==> config.mk <==
export PLATFORM = sky130hd
export DESIGN_NAME = mem_stage_ctrl
export DESIGN_NICKNAME = d
export VERILOG_FILES = /design/src/rtl/y86_pkg.sv /design/src/rtl/mem_ctrl_decode.sv /design/src/rtl/mem_stage_ctrl.sv
export SDC_FILE = /design/constraint.sdc
export NUM_CORES = 1
export LEC_CHECK = 0
export BUFFER_PORTS_ARGS = -buffer_cell sky130_fd_sc_hd__buf_2
export CAP_MARGIN = 10
export CORE_AREA = 5 5 218 220
export CTS_BUF_LIST = sky130_fd_sc_hd__clkbuf_4 sky130_fd_sc_hd__clkbuf_8
export DETAILED_ROUTE_END_ITERATION = 10
export DIE_AREA = 0 0 223 225
export PLACE_DENSITY = 0.43
export SYNTH_ARGS = -nofsm -noshare
export SYNTH_HDL_FRONTEND = slang
export SYNTH_SLANG_ARGS = --single-unit
==> constraint.sdc <==
create_clock -name clk -period 7.15 [get_ports clk]
set_clock_uncertainty 0.15 [all_clocks]
set_input_delay 1.43 -clock clk [delete_from_list [all_inputs] [get_ports clk]]
set_output_delay 1.43 -clock clk [all_outputs]
set_load 0.01 [all_outputs]
==> src/rtl/y86_pkg.sv <==
// Shared Y86-64 pipeline constants: icodes, status codes, register IDs, bubble values.
package y86_pkg;

    localparam int         WORD  = 64;
    localparam logic [3:0] RNONE = 4'hF;

    // Instruction codes
    localparam logic [3:0] I_HALT   = 4'h0;
    localparam logic [3:0] I_NOP    = 4'h1;
    localparam logic [3:0] I_RRMOVQ = 4'h2;
    localparam logic [3:0] I_IRMOVQ = 4'h3;
    localparam logic [3:0] I_RMMOVQ = 4'h4;
    localparam logic [3:0] I_MRMOVQ = 4'h5;
    localparam logic [3:0] I_OPQ    = 4'h6;
    localparam logic [3:0] I_JXX    = 4'h7;
    localparam logic [3:0] I_CALL   = 4'h8;
    localparam logic [3:0] I_RET    = 4'h9;
    localparam logic [3:0] I_PUSHQ  = 4'hA;
    localparam logic [3:0] I_POPQ   = 4'hB;

    // Two-bit status encoding
    localparam logic [1:0] S_AOK = 2'd0;
    localparam logic [1:0] S_HLT = 2'd1;
    localparam logic [1:0] S_ADR = 2'd2;
    localparam logic [1:0] S_INS = 2'd3;

    // Bubble value loaded into pipeline registers
    localparam logic [1:0] BUB_STAT  = S_AOK;
    localparam logic [3:0] BUB_ICODE = I_NOP;
    localparam logic [3:0] BUB_DST   = RNONE;

    // Data-memory address source
    typedef enum logic [1:0] {
        ASEL_NONE = 2'd0,
        ASEL_VALE = 2'd1,
        ASEL_VALA = 2'd2
    } addr_sel_e;

endpackage

==> src/rtl/mem_ctrl_decode.sv <==
// Combinational icode decoder for data-memory read/write enables and address source.
module mem_ctrl_decode
    import y86_pkg::*;
(
    input  logic [3:0] icode,
    output logic       ren,
    output logic       wen,
    output addr_sel_e  asel
);

    // Loads and stores never overlap; everything else leaves memory idle
    always_comb begin
        ren  = 1'b0;
        wen  = 1'b0;
        asel = ASEL_NONE;
        case (icode)
            I_RMMOVQ, I_PUSHQ, I_CALL: begin
                wen  = 1'b1;
                asel = ASEL_VALE;
            end
            I_MRMOVQ: begin
                ren  = 1'b1;
                asel = ASEL_VALE;
            end
            I_POPQ, I_RET: begin
                ren  = 1'b1;
                asel = ASEL_VALA;
            end
            default: ;
        endcase
    end

endmodule

==> src/rtl/mem_stage_ctrl.sv <==
// Y86-64 memory stage: E->M register, data-memory control, status merge,
// M->W register and the sticky exception lock.
module mem_stage_ctrl #(
    parameter int         WORD  = 64,
    parameter logic [3:0] RNONE = 4'hF
) (
    input  logic            clk,
    input  logic            reset,
    input  logic [1:0]      E_stat,
    input  logic [3:0]      E_icode,
    input  logic            e_Cnd,
    input  logic [WORD-1:0] e_valE,
    input  logic [WORD-1:0] E_valA,
    input  logic [3:0]      e_dstE,
    input  logic [3:0]      E_dstM,
    input  logic            M_bubble,
    input  logic            W_stall,
    output logic [WORD-1:0] mem_addr,
    output logic            mem_wEn,
    output logic            mem_rEn,
    output logic [WORD-1:0] mem_wdata,
    input  logic [WORD-1:0] m_valM,
    input  logic            dmem_err,
    output logic [1:0]      m_stat,
    output logic [3:0]      M_icode,
    output logic            M_Cnd,
    output logic [WORD-1:0] M_valE,
    output logic [3:0]      M_dstE,
    output logic [3:0]      M_dstM,
    output logic [1:0]      W_stat,
    output logic [3:0]      W_icode,
    output logic [WORD-1:0] W_valE,
    output logic [WORD-1:0] W_valM,
    output logic [3:0]      W_dstE,
    output logic [3:0]      W_dstM,
    output logic            exc_lock
);
    import y86_pkg::*;

    logic [1:0]      m_stat_q,  m_stat_d;
    logic [3:0]      m_icode_q, m_icode_d;
    logic            m_cnd_q,   m_cnd_d;
    logic [WORD-1:0] m_vale_q,  m_vale_d;
    logic [WORD-1:0] m_vala_q,  m_vala_d;
    logic [3:0]      m_dste_q,  m_dste_d;
    logic [3:0]      m_dstm_q,  m_dstm_d;

    logic [1:0]      w_stat_q,  w_stat_d;
    logic [3:0]      w_icode_q, w_icode_d;
    logic [WORD-1:0] w_vale_q,  w_vale_d;
    logic [WORD-1:0] w_valm_q,  w_valm_d;
    logic [3:0]      w_dste_q,  w_dste_d;
    logic [3:0]      w_dstm_q,  w_dstm_d;

    logic            lock_q, lock_d;

    logic            dec_ren, dec_wen;
    addr_sel_e       dec_asel;

    mem_ctrl_decode u_dec (
        .icode (m_icode_q),
        .ren   (dec_ren),
        .wen   (dec_wen),
        .asel  (dec_asel)
    );

    // Memory interface and status merge; idle cycles ignore dmem_err and drive address 0
    always_comb begin
        mem_rEn   = dec_ren;
        mem_wEn   = dec_wen & ~lock_q;
        mem_wdata = m_vala_q;
        case (dec_asel)
            ASEL_VALE: mem_addr = m_vale_q;
            ASEL_VALA: mem_addr = m_vala_q;
            default:   mem_addr = '0;
        endcase
        m_stat = ((mem_rEn | mem_wEn) & dmem_err) ? S_ADR : m_stat_q;
    end

    // Lock sets when a non-AOK instruction advances to W; it also bubbles M on that
    // same edge so the instruction right behind the fault never enters M
    always_comb begin
        lock_d = lock_q | ((m_stat != S_AOK) & ~W_stall);

        m_stat_d  = E_stat;
        m_icode_d = E_icode;
        m_cnd_d   = e_Cnd;
        m_vale_d  = e_valE;
        m_vala_d  = E_valA;
        m_dste_d  = e_dstE;
        m_dstm_d  = E_dstM;
        if (M_bubble || lock_d) begin
            m_stat_d  = BUB_STAT;
            m_icode_d = BUB_ICODE;
            m_cnd_d   = 1'b0;
            m_vale_d  = '0;
            m_vala_d  = '0;
            m_dste_d  = RNONE;
            m_dstm_d  = RNONE;
        end

        w_stat_d  = w_stat_q;
        w_icode_d = w_icode_q;
        w_vale_d  = w_vale_q;
        w_valm_d  = w_valm_q;
        w_dste_d  = w_dste_q;
        w_dstm_d  = w_dstm_q;
        if (!W_stall) begin
            w_stat_d  = m_stat;
            w_icode_d = m_icode_q;
            w_vale_d  = m_vale_q;
            w_valm_d  = mem_rEn ? m_valM : '0;
            w_dste_d  = m_dste_q;
            w_dstm_d  = m_dstm_q;
        end
    end

    // Pipeline registers and lock; reset loads bubbles everywhere
    always_ff @(posedge clk) begin
        if (reset) begin
            m_stat_q  <= BUB_STAT;
            m_icode_q <= BUB_ICODE;
            m_cnd_q   <= 1'b0;
            m_vale_q  <= '0;
            m_vala_q  <= '0;
            m_dste_q  <= RNONE;
            m_dstm_q  <= RNONE;
            w_stat_q  <= BUB_STAT;
            w_icode_q <= BUB_ICODE;
            w_vale_q  <= '0;
            w_valm_q  <= '0;
            w_dste_q  <= RNONE;
            w_dstm_q  <= RNONE;
            lock_q    <= 1'b0;
        end else begin
            m_stat_q  <= m_stat_d;
            m_icode_q <= m_icode_d;
            m_cnd_q   <= m_cnd_d;
            m_vale_q  <= m_vale_d;
            m_vala_q  <= m_vala_d;
            m_dste_q  <= m_dste_d;
            m_dstm_q  <= m_dstm_d;
            w_stat_q  <= w_stat_d;
            w_icode_q <= w_icode_d;
            w_vale_q  <= w_vale_d;
            w_valm_q  <= w_valm_d;
            w_dste_q  <= w_dste_d;
            w_dstm_q  <= w_dstm_d;
            lock_q    <= lock_d;
        end
    end

    assign M_icode  = m_icode_q;
    assign M_Cnd    = m_cnd_q;
    assign M_valE   = m_vale_q;
    assign M_dstE   = m_dste_q;
    assign M_dstM   = m_dstm_q;
    assign W_stat   = w_stat_q;
    assign W_icode  = w_icode_q;
    assign W_valE   = w_vale_q;
    assign W_valM   = w_valm_q;
    assign W_dstE   = w_dste_q;
    assign W_dstM   = w_dstm_q;
    assign exc_lock = lock_q;

endmodule
==> impl_metrics.env, run 1 <==
export IMPL_outcome="finished, final reports clean"
export IMPL_ys_dominant_reg_cell="dfxtp_1"
export IMPL_place_detailed_hpwl_um=30420
export IMPL_crit_required_ns=5.57
export IMPL_cpPeakStageDelay_ns=0.57
export IMPL_drtAntennaViolNets=0
export IMPL_drcViolationCount=0
export IMPL_synthesis_nets=1120
export IMPL_viasPerCell=4.525
export IMPL_ctsHoldBuffers=0
export IMPL_grt_util_all_layers=0.1598
export IMPL_place_inst=1983
export IMPL_fin_crit_ns=4.820
export IMPL_wl_per_cell_um=20.66
export IMPL_rsz_0062_raised_after_global_routing="no"
export IMPL_max_freq_mhz=207.5
export IMPL_first_global_vias=9686
export IMPL_max_slew_vio_count=0
export IMPL_drtPass1Iterations=6
export IMPL_drive_above_1_share=0.4574
export IMPL_cp_num_buf_inv=2
export IMPL_clock_tree_root_cell="clkbuf_8"
export IMPL_layout_filler_cells=4835
export IMPL_synth_sequential_area_ratio=0.5745
export IMPL_overflow=0
export IMPL_clockBufferDepth=3
export IMPL_end_kind="primary output"
export IMPL_flow_area_growth_from_synthesis_pct=44.71
export IMPL_netlist_cell_type_count=33
export IMPL_max_cap_violations=0
export IMPL_post_cts_resize_count=0
export IMPL_antenna_violations_before_repair=5
export IMPL_critical_path_slowest_cell="buf_4"
export IMPL_port_buffer_cells=563
export IMPL_timing_worst_setup_path_type="register to primary output"
export IMPL_row_count=78
export IMPL_setup_viol=0
export IMPL_final_cell_count_no_fill=2082
export IMPL_violation_count_after_the_first_detailed_route_iteration=447
export IMPL_endpoint_arrival_time_on_the_critical_path_ns=3.24
export IMPL_vias=9421
export IMPL_yosysTopAreaCellShare=0.5745
export IMPL_critPathLaunchType="register"
export IMPL_grt_start_max_net_pins=93
export IMPL_worst_hold_path_type="register to register"
export IMPL_detail_route_wirelength_um=43010
export IMPL_final_net_count=1652
export IMPL_yosysTopAreaCell="dfxtp_1"
export IMPL_fin_crit_sh=0.6741
export IMPL_number_of_flops_mapped_to_enable_cells_by_yosys=0
export IMPL_fin_worst_hold_slack_ns=0.3167
export IMPL_chipWidth_um=223
export IMPL_insertion_delay_ns=0.60
export IMPL_most_common_cell_after_layout_fill_and_taps_aside="buf_2"
export IMPL_postSynth_asyncResetShare=0
export IMPL_chipHeight_um=225
export IMPL_critPathTopFamily="buffers and inverters"
export IMPL_worst_slew_margin_rel=0.3030
export IMPL_critPathMaxFanout=64
export IMPL_final_hold_viol_count=0
export IMPL_clkSinkCount=286
export IMPL_postCtsSetupRepairBufs=0
export IMPL_cts_inserted_buffers=53
export IMPL_h_tree_depth=2
export IMPL_synthCells=906
export IMPL_initial_core_util=0.2210
export IMPL_worst_pin_slew_ns=1.046
export IMPL_syn_area_per_cell_um2=11.00
export IMPL_grt_first_pass_wirelength_um=62380
export IMPL_floorplan_core_area_um2=45090
export IMPL_sequential_cell_area_um2=5725
export IMPL_peakVddDrop_mv=0.1274
export IMPL_path_cells="or3b_4 > o21ai_0 > ha_2 > buf_4 > a22oi_1 > nor2_1 > buf_2"
export IMPL_pwr_density_cell_nw_per_um2=262.6
export IMPL_yosys_register_bits=286
export IMPL_clk_pin_slew_ns=0.06
export IMPL_clock_tree_from_tritoncts="done"
export IMPL_die_area_um2=50180
export IMPL_synth_warning_count=0
export IMPL_floorplan_io_pins=564
export IMPL_multi_input_comb_area_um2=3816
export IMPL_p_leak_uw=0.006774
export IMPL_routabilityCongestion=0.8195
export IMPL_leading_cell_types_in_the_layout_fill_and_taps_excluded="buf_2, dfxtp_1, nor2_1, nor4b_1, mux2i_1"
export IMPL_setup_tns_final_ns=0
export IMPL_synth_cell_area_um2=9966
export IMPL_ys_top_cells_by_area="dfxtp_1, nor4b_1, mux2i_1"
-- worst register-to-register path: stages, from the launching register on --
cell and delay, ns:
dfxtp_1 0.52, nand3b_1 0.17, a31oi_4 0.19, buf_4 0.67
buf_4 0.88, nor4b_1 0.22
-- cells in the mapped netlist (all sizes together) (2+ instances only) --
master     n
nand2b     2
a21oi      2
nor4b    134
dfxtp    286
nand4bb    2
inv        5
or4        9
clkbuf    66
nor2     135
a22oi     64
and2       2
a22o      64
o21ai      2
nand2     11
mux2i     75
buf       31
ha         2
-- metal layers --
layer / track usage / vias up / part of all wire
met1: 0.1928 / 4507 / 0.41
met2: 0.2663 / 455 / 0.47
met5: 0 / - / 0.00063
met4: 0.05573 / 4 / 0.025
li1: - / 4385 / -
met3: 0.05523 / 70 / 0.090
-- area by class of cell --
cell class              instances  area share
multi-input cells             517      0.2646
well taps                     600     0.05206
clock buffers                  81     0.07166
inverters                       6    0.001562
diodes                          4   0.0006941
flip-flops and latches        286      0.3970
clock inverters                14     0.01067
repair buffers                574      0.2017
-- cells by family (layout without fill, tap and decap cells) --
family / count (synthesis) / after routing / synth area share
simple gates: 302 / 302 / 0.1895
flops: 286 / 286 / 0.5745
compound gates: 138 / 138 / 0.1126
buf+inv: 103 / 675 / 0.04557
mux: 75 / 75 / 0.07533
fa+ha+maj: 2 / 2 / 0.002511
other cells: 0 / 4 / 0
-- worst paths after layout --
check / cells after the start / startpoint / endpoint / slack [ns]
hold reg to reg: 2 / M_dstE[3]$_SDFF_PP1_ / W_dstE[3]$_SDFFE_PP1N_ / 0.32
setup reg to reg: 5 / M_icode[3]$_SDFF_PP0_ / mem_wdata[53]$_SDFF_PP0_ / 4.19
setup / recovery: 7 / M_icode[2]$_SDFF_PP0_ / mem_addr[31] / 2.33
hold / removal: 2 / M_dstE[3]$_SDFF_PP1_ / W_dstE[3]$_SDFFE_PP1N_ / 0.32
-- power breakdown --
| group | switching (uW) | internal, uW |
|---|---|---|
| registers | 46.8 | 1650 |
| logic | 215 | 140 |
| clock network | 701 | 1030 |
| total | 963 | 2820 |
-- sequential cells by signal, summed over array words and instances, names as in the netlist, 4 cells and up --
name and cells:
W_dstM 4, M_dstE 4, W_valM 64, M_icode 4, W_valE 64, M_valE 64
mem_wdata 64, W_icode 4, W_dstE 4, M_dstM 4
-- metrics by stage --
stage	util	setup slack (ns)	instance area (um2)	total power, uW
4_1_cts	0.3196	2.275	14410	3864
2_1_floorplan	-	3.596	9966	1906
6_report	0.3198	2.330	14420	3787
3_3_place_gp	0.2933	3.003	13220	2097
5_1_grt	0.3198	2.095	14420	3965
3_5_place_dp	0.2933	2.988	13220	2098
Power figures use the tool's default switching activity.
==> run 2: changes to the inputs <==
--- a/config.mk
+++ b/config.mk
@@ -11,7 +11,7 @@
 export CTS_BUF_LIST = sky130_fd_sc_hd__clkbuf_4 sky130_fd_sc_hd__clkbuf_8
 export DETAILED_ROUTE_END_ITERATION = 10
 export DIE_AREA = 0 0 223 225
-export PLACE_DENSITY = 0.43
+export PLACE_DENSITY = 0.44
 export SYNTH_ARGS = -nofsm -noshare
 export SYNTH_HDL_FRONTEND = slang
 export SYNTH_SLANG_ARGS = --single-unit
==> constraint.sdc (replaced) <==
create_clock -name clk -period 4.19 [get_ports clk]
set_clock_uncertainty 0.15 [all_clocks]
set_input_delay 0.838 -clock clk [delete_from_list [all_inputs] [get_ports clk]]
set_output_delay 0.838 -clock clk [all_outputs]
set_load 0.01 [all_outputs]
==> run 2 against run 1 <==
Hold slack lost 0.034 ns; setup slack lost 2.0 ns; clock power increased by 52%; die area unchanged; critical path depth stayed put; sequential power up 71%; via count is essentially flat; sequential share of layout area increased by 0.076 points; count of clock-buffer cells in the layout decreased by 1; critical endpoint is now mem_addr[16]; largest cell class unchanged.
==> impl_metrics.env, run 2 (same netlist as run 1, synthesis figures left out) <==
export IMPL_vias=9416
export IMPL_clockBufferDepth=3
export IMPL_max_slew_vio_count=0
export IMPL_post_cts_resize_count=0
export IMPL_worstHoldPathCells=2
export IMPL_clk_pin_slew_ns=0.06
export IMPL_chipHeight_um=225
export IMPL_setup_slack_on_the_worst_flop_to_flop_path_ns=1.99
export IMPL_rsz_0062_raised_after_global_routing="no"
export IMPL_leading_cell_types_in_the_layout_fill_and_taps_excluded="buf_2, dfxtp_1, nor2_1, nor4b_1, mux2i_1"
export IMPL_cpPeakStageDelay_ns=0.45
export IMPL_p_leak_uw=0.006742
export IMPL_timing_worst_setup_path_type="register to primary output"
export IMPL_power_share_clock=0.427
export IMPL_grt_first_pass_wirelength_um=62270
export IMPL_fin_crit_ns=3.847
export IMPL_critical_path_slowest_cell="ha_4"
export IMPL_capture_instance_of_the_worst_register_to_register_path="W_valM[56]$_SDFFE_PP0N_"
export IMPL_violation_count_after_the_first_detailed_route_iteration=585
export IMPL_setup_viol=0
export IMPL_critPathLaunchType="register"
export IMPL_power_switching_share=0.2604
export IMPL_drcViolationCount=0
export IMPL_holdPathEnd="M_icode[0]$_SDFF_PP1_"
export IMPL_drtAntennaViolNets=0
export IMPL_cts_inserted_buffers=53
export IMPL_initial_core_util=0.2210
export IMPL_max_freq_mhz=260.0
export IMPL_path_cells="or3b_4 > o21ai_0 > ha_4 > buf_4 > a22oi_1 > nor2_1 > buf_2"
export IMPL_grt_start_max_net_pins=119
export IMPL_port_buffer_cells=563
export IMPL_max_cap_violations=0
export IMPL_clock_tree_root_cell="clkbuf_8"
export IMPL_final_net_count=1657
export IMPL_detail_route_wirelength_um=42690
export IMPL_floorplan_io_pins=564
export IMPL_overflow=0
export IMPL_fin_crit_sh=0.9181
export IMPL_insertion_delay_ns=0.60
export IMPL_crit_required_ns=3.20
export IMPL_power_combinational_fraction=0.101
export IMPL_die_area_um2=50180
export IMPL_min_delay_start="E_icode[0]"
export IMPL_ctsHoldBuffers=0
export IMPL_final_hold_viol_count=0
export IMPL_pwr_density_cell_nw_per_um2=428.0
export IMPL_most_common_cell_after_layout_fill_and_taps_aside="buf_2"
export IMPL_p_int_uw=4556
export IMPL_h_tree_depth=2
export IMPL_setup_tns_final_ns=0
export IMPL_rr_startpoint="M_icode[2]$_SDFF_PP0_"
export IMPL_place_detailed_hpwl_um=30680
export IMPL_first_global_vias=9486
export IMPL_routabilityCongestion=0.8293
export IMPL_outcome="finished, final reports clean"
export IMPL_net_switching_power_uw=1604
export IMPL_design_power_total_uw=6160
export IMPL_worst_hold_path_type="primary input to register"
export IMPL_floorplan_core_area_um2=45090
export IMPL_clock_tree_from_tritoncts="done"
export IMPL_seqPwrFrac=0.472
export IMPL_critPathMaxFanout=24
export IMPL_chipWidth_um=223
export IMPL_viasPerCell=4.531
export IMPL_flow_area_growth_from_synthesis_pct=44.43
export IMPL_reg2regPathDepth=4
export IMPL_antenna_violations_before_repair=8
export IMPL_layout_filler_cells=4792
export IMPL_worst_slew_margin_rel=0.4160
export IMPL_peakVddDrop_mv=0.1990
export IMPL_wl_per_cell_um=20.54
export IMPL_grt_util_all_layers=0.1589
export IMPL_drtPass1Iterations=5
export IMPL_worst_pin_slew_ns=0.8760
export IMPL_row_count=78
export IMPL_postCtsSetupRepairBufs=0
export IMPL_endpoint_arrival_time_on_the_critical_path_ns=2.86
export IMPL_clkSinkCount=286
export IMPL_drive_above_1_share=0.4566
export IMPL_end_kind="primary output"
[run 2: worst max-delay path, delay by kind of cell (launching register included)]
| kind | cells | cell delay, ns |
|---|---|---|
| DFF | 1 | 0.43 |
| and+or+nand+nor | 2 | 0.54 |
| adders and majority gates | 1 | 0.45 |
| AOI/OAI and AO/OA | 2 | 0.30 |
| buffers and inverters | 2 | 0.51 |
[run 2: worst max-delay path by stage]
| stage | startpoint | end |
|---|---|---|
| 4_1_cts | M_icode[2]$_SDFF_PP0_ | mem_addr[16] |
| 3_3_place_gp | M_icode[2]$_SDFF_PP0_ | mem_addr[34] |
| 6_report | M_icode[2]$_SDFF_PP0_ | mem_addr[16] |
| 3_5_place_dp | M_icode[2]$_SDFF_PP0_ | mem_addr[16] |
| 5_1_grt | M_icode[2]$_SDFF_PP0_ | mem_addr[12] |
| 2_1_floorplan | M_icode[2]$_SDFF_PP0_ | mem_addr[10] |
[run 2: layer usage]
metal  vias up  GRT usage  part of all wire
met5         -          0           0.00049
met4         4    0.05099             0.025
met3        76    0.05679             0.095
met2       475     0.2648              0.48
met1      4463     0.1926              0.40
li1       4398          -                 -
[run 2: power groups by stage]
stage,clock network [uW],logic [uW],registers [uW]
floorplan,0,271,2980
global placement,0,631,2960
detailed placement,0,634,2960
CTS,2760,636,2910
global route,2880,679,2920
finish,2630,625,2900
[run 2: area by class of cell]
type | count | area (um2) | area share
multi-input combinational | 517 | 3831 | 0.2662
sequential | 286 | 5725 | 0.3978
clock buffer | 80 | 982.2 | 0.06824
timing repair buffer | 579 | 3034 | 0.2108
antenna | 4 | 10.01 | 0.0006954
clock inverter | 6 | 37.54 | 0.002608
tap | 600 | 750.7 | 0.05216
inverter | 6 | 22.52 | 0.001565
[run 2: metrics by stage]
stage | setup slack, ns | area, um2 | std cells | util | hold slack [ns]
3_5_place_dp | 0.7248 | 13350 | 1988 | 0.2961 | 0.3044
2_1_floorplan | 1.228 | 9966 | 906 | - | 0.3180
6_report | 0.3433 | 14390 | 2078 | 0.3192 | 0.2829
5_1_grt | 0.08807 | 14390 | 2076 | 0.3191 | 0.2201
3_3_place_gp | 0.8048 | 13350 | 1988 | 0.2961 | 0.2972
4_1_cts | 0.01316 | 14370 | 2074 | 0.3187 | 0.2004
==> run 3: changes to the inputs <==
--- a/config.mk
+++ b/config.mk
@@ -5,13 +5,14 @@
 export SDC_FILE = /design/constraint.sdc
 export NUM_CORES = 1
 export LEC_CHECK = 0
-export BUFFER_PORTS_ARGS = -buffer_cell sky130_fd_sc_hd__buf_2
+export BUFFER_PORTS_ARGS = -buffer_cell sky130_fd_sc_hd__buf_4
 export CAP_MARGIN = 10
 export CORE_AREA = 5 5 218 220
 export CTS_BUF_LIST = sky130_fd_sc_hd__clkbuf_4 sky130_fd_sc_hd__clkbuf_8
 export DETAILED_ROUTE_END_ITERATION = 10
 export DIE_AREA = 0 0 223 225
-export PLACE_DENSITY = 0.44
+export PLACE_DENSITY = 0.43
+export SLEW_MARGIN = 20
 export SYNTH_ARGS = -nofsm -noshare
 export SYNTH_HDL_FRONTEND = slang
 export SYNTH_SLANG_ARGS = --single-unit
==> constraint.sdc (replaced) <==
create_clock -name clk -period 4.6 [get_ports clk]
set_clock_uncertainty 0.15 [all_clocks]
set_input_delay 0.92 -clock clk [delete_from_list [all_inputs] [get_ports clk]]
set_output_delay 0.92 -clock clk [all_outputs]
set_load 0.01 [all_outputs]
==> run 3 against run 2 <==
Routed wire length rose by 6.3%; count of clock-buffer cells in the layout rose by 4; critical path depth did not move; via count barely moved; setup slack improved by 0.066 ns; sequential power fell by 8.6%; final cell count barely moved; global-route usage rose by 1.0 points; largest power group unchanged.
==> impl_metrics.env, run 3 (same netlist as run 1, synthesis figures left out) <==
export IMPL_outcome="finished, final reports clean"
export IMPL_fin_crit_ns=4.190
export IMPL_cpPeakStageDelay_ns=0.71
export IMPL_antenna_violations_before_repair=3
export IMPL_vias=9423
export IMPL_max_freq_mhz=238.7
export IMPL_clock_tree_root_cell="clkbuf_8"
export IMPL_fin_crit_sh=0.9109
export IMPL_drcViolationCount=0
export IMPL_post_cts_resize_count=0
export IMPL_critPathTopFamily="adder cells"
export IMPL_flow_area_growth_from_synthesis_pct=58.56
export IMPL_layout_filler_cells=4683
export IMPL_overflow=0
export IMPL_min_delay_start="M_dstM[0]$_SDFF_PP1_"
export IMPL_timing_worst_setup_path_type="register to primary output"
export IMPL_detail_route_wirelength_um=45370
export IMPL_most_common_cell_after_layout_fill_and_taps_aside="buf_4"
export IMPL_clk_pin_slew_ns=0.06
export IMPL_clkSinkCount=286
export IMPL_endpoint_arrival_time_on_the_critical_path_ns=3.12
export IMPL_chipHeight_um=225
export IMPL_capture_instance_of_the_worst_register_to_register_path="M_valE[7]$_SDFF_PP0_"
export IMPL_ctsHoldBuffers=0
export IMPL_final_net_count=1656
export IMPL_drtAntennaViolNets=0
export IMPL_floorplan_core_area_um2=45090
export IMPL_place_area_um2=14700
export IMPL_reg2regPathDepth=5
export IMPL_p_leak_uw=0.006955
export IMPL_pwr_density_cell_nw_per_um2=367.3
export IMPL_row_count=78
export IMPL_path_cells="or3b_4 > o21ai_0 > inv_1 > ha_2 > buf_4 > nor2_1 > buf_4"
export IMPL_setup_viol=0
export IMPL_floorplan_io_pins=564
export IMPL_worstHoldPathCells=2
export IMPL_chipWidth_um=223
export IMPL_drive_above_1_share=0.4563
export IMPL_cts_inserted_buffers=53
export IMPL_crit_required_ns=3.53
export IMPL_leading_cell_types_in_the_layout_fill_and_taps_excluded="buf_4, dfxtp_1, nor2_1, nor4b_1, mux2i_1"
export IMPL_grt_util_all_layers=0.1693
export IMPL_clockBufferDepth=3
export IMPL_rr_startpoint="M_icode[3]$_SDFF_PP0_"
export IMPL_clock_tree_from_tritoncts="done"
export IMPL_final_hold_viol_count=0
export IMPL_port_buffer_cells=563
export IMPL_crit_top_cell="buf_4"
export IMPL_h_tree_depth=2
export IMPL_rsz_0062_raised_after_global_routing="no"
export IMPL_initial_core_util=0.2210
export IMPL_violation_count_after_the_first_detailed_route_iteration=585
export IMPL_peakVddDrop_mv=0.1750
export IMPL_viasPerCell=4.537
export IMPL_first_global_vias=9667
export IMPL_cp_num_buf_inv=3
export IMPL_grt_start_max_net_pins=144
export IMPL_critPathLaunchType="register"
export IMPL_die_area_um2=50180
export IMPL_drtPass1Iterations=5
export IMPL_setup_tns_final_ns=0
export IMPL_postCtsSetupRepairBufs=0
export IMPL_place_detailed_hpwl_um=32620
export IMPL_max_slew_vio_count=0
export IMPL_holdPathEnd="W_dstM[0]$_SDFFE_PP1N_"
export IMPL_setup_slack_on_the_worst_flop_to_flop_path_ns=2.32
export IMPL_critical_path_slowest_cell="ha_2"
export IMPL_worst_slew_margin_rel=0.4508
export IMPL_critPathMaxFanout=27
export IMPL_wl_per_cell_um=21.84
export IMPL_worst_pin_slew_ns=0.8239
export IMPL_routabilityCongestion=0.8059
export IMPL_grt_first_pass_wirelength_um=65520
export IMPL_insertion_delay_ns=0.60
export IMPL_fin_area_um2=15800
export IMPL_end_kind="primary output"
export IMPL_max_cap_violations=0
export IMPL_worst_hold_path_type="register to register"
==> run 3: worst max-delay path by stage <==
stage | startpoint | end | cells after the start | slack, ns
2_1_floorplan | M_icode[2]$_SDFF_PP0_ | mem_addr[10] | 7 | 1.56
3_3_place_gp | M_icode[2]$_SDFF_PP0_ | mem_addr[17] | 7 | 1.09
3_5_place_dp | M_icode[2]$_SDFF_PP0_ | mem_addr[39] | 7 | 1.02
4_1_cts | M_icode[2]$_SDFF_PP0_ | mem_addr[39] | 7 | 0.33
5_1_grt | M_icode[2]$_SDFF_PP0_ | mem_addr[39] | 7 | 0.20
6_report | M_icode[2]$_SDFF_PP0_ | mem_addr[15] | 7 | 0.41
==> run 3: routing by layer <==
metal / track usage / routed length, um
met4: 0.05771 / 1128
met2: 0.2842 / 22050
met3: 0.06344 / 4389
met1: 0.2002 / 17780
met5: 0 / 13
==> run 3: worst min-delay path, delay by kind of cell (launching register included) <==
kind | cells | cell delay [ns]
and+or+nand+nor | 1 | 0.05
muxes | 1 | 0.07
DFF | 1 | 0.33
==> run 3: metrics by stage <==
step           total power, uW  hold slack, ns  setup slack [ns]    util  instances
6_report                  5803          0.3254            0.4098  0.3505       2077
5_1_grt                   6081          0.3058            0.2024  0.3505       2077
4_1_cts                   5918          0.2836            0.3332  0.3497       2074
3_5_place_dp              3378          0.3097             1.022  0.3260       1986
3_3_place_gp              3377          0.3074             1.090  0.3260       1986
2_1_floorplan             2963          0.3180             1.556       -        906
==> run 3: where the power goes <==
group	switching, uW	leakage (uW)	internal (uW)
combinational	338	0.00406	329
sequential	82.2	0.00233	2570
clock	1040	0.000565	1440
total	1460	0.00695	4340
==> run 3: final cells by class <==
| cell class | instances | area (um2) | share of cell area |
|---|---|---|---|
| antenna | 2 | 5.005 | 0.0003167 |
| clock buffer | 84 | 1018 | 0.06446 |
| multi-input combinational | 517 | 3816 | 0.2415 |
| sequential | 286 | 5725 | 0.3623 |
| inverter | 6 | 22.52 | 0.001425 |
| clock inverter | 4 | 50.05 | 0.003167 |
| timing repair buffer | 578 | 4413 | 0.2793 |
| tap | 600 | 750.7 | 0.04751 |
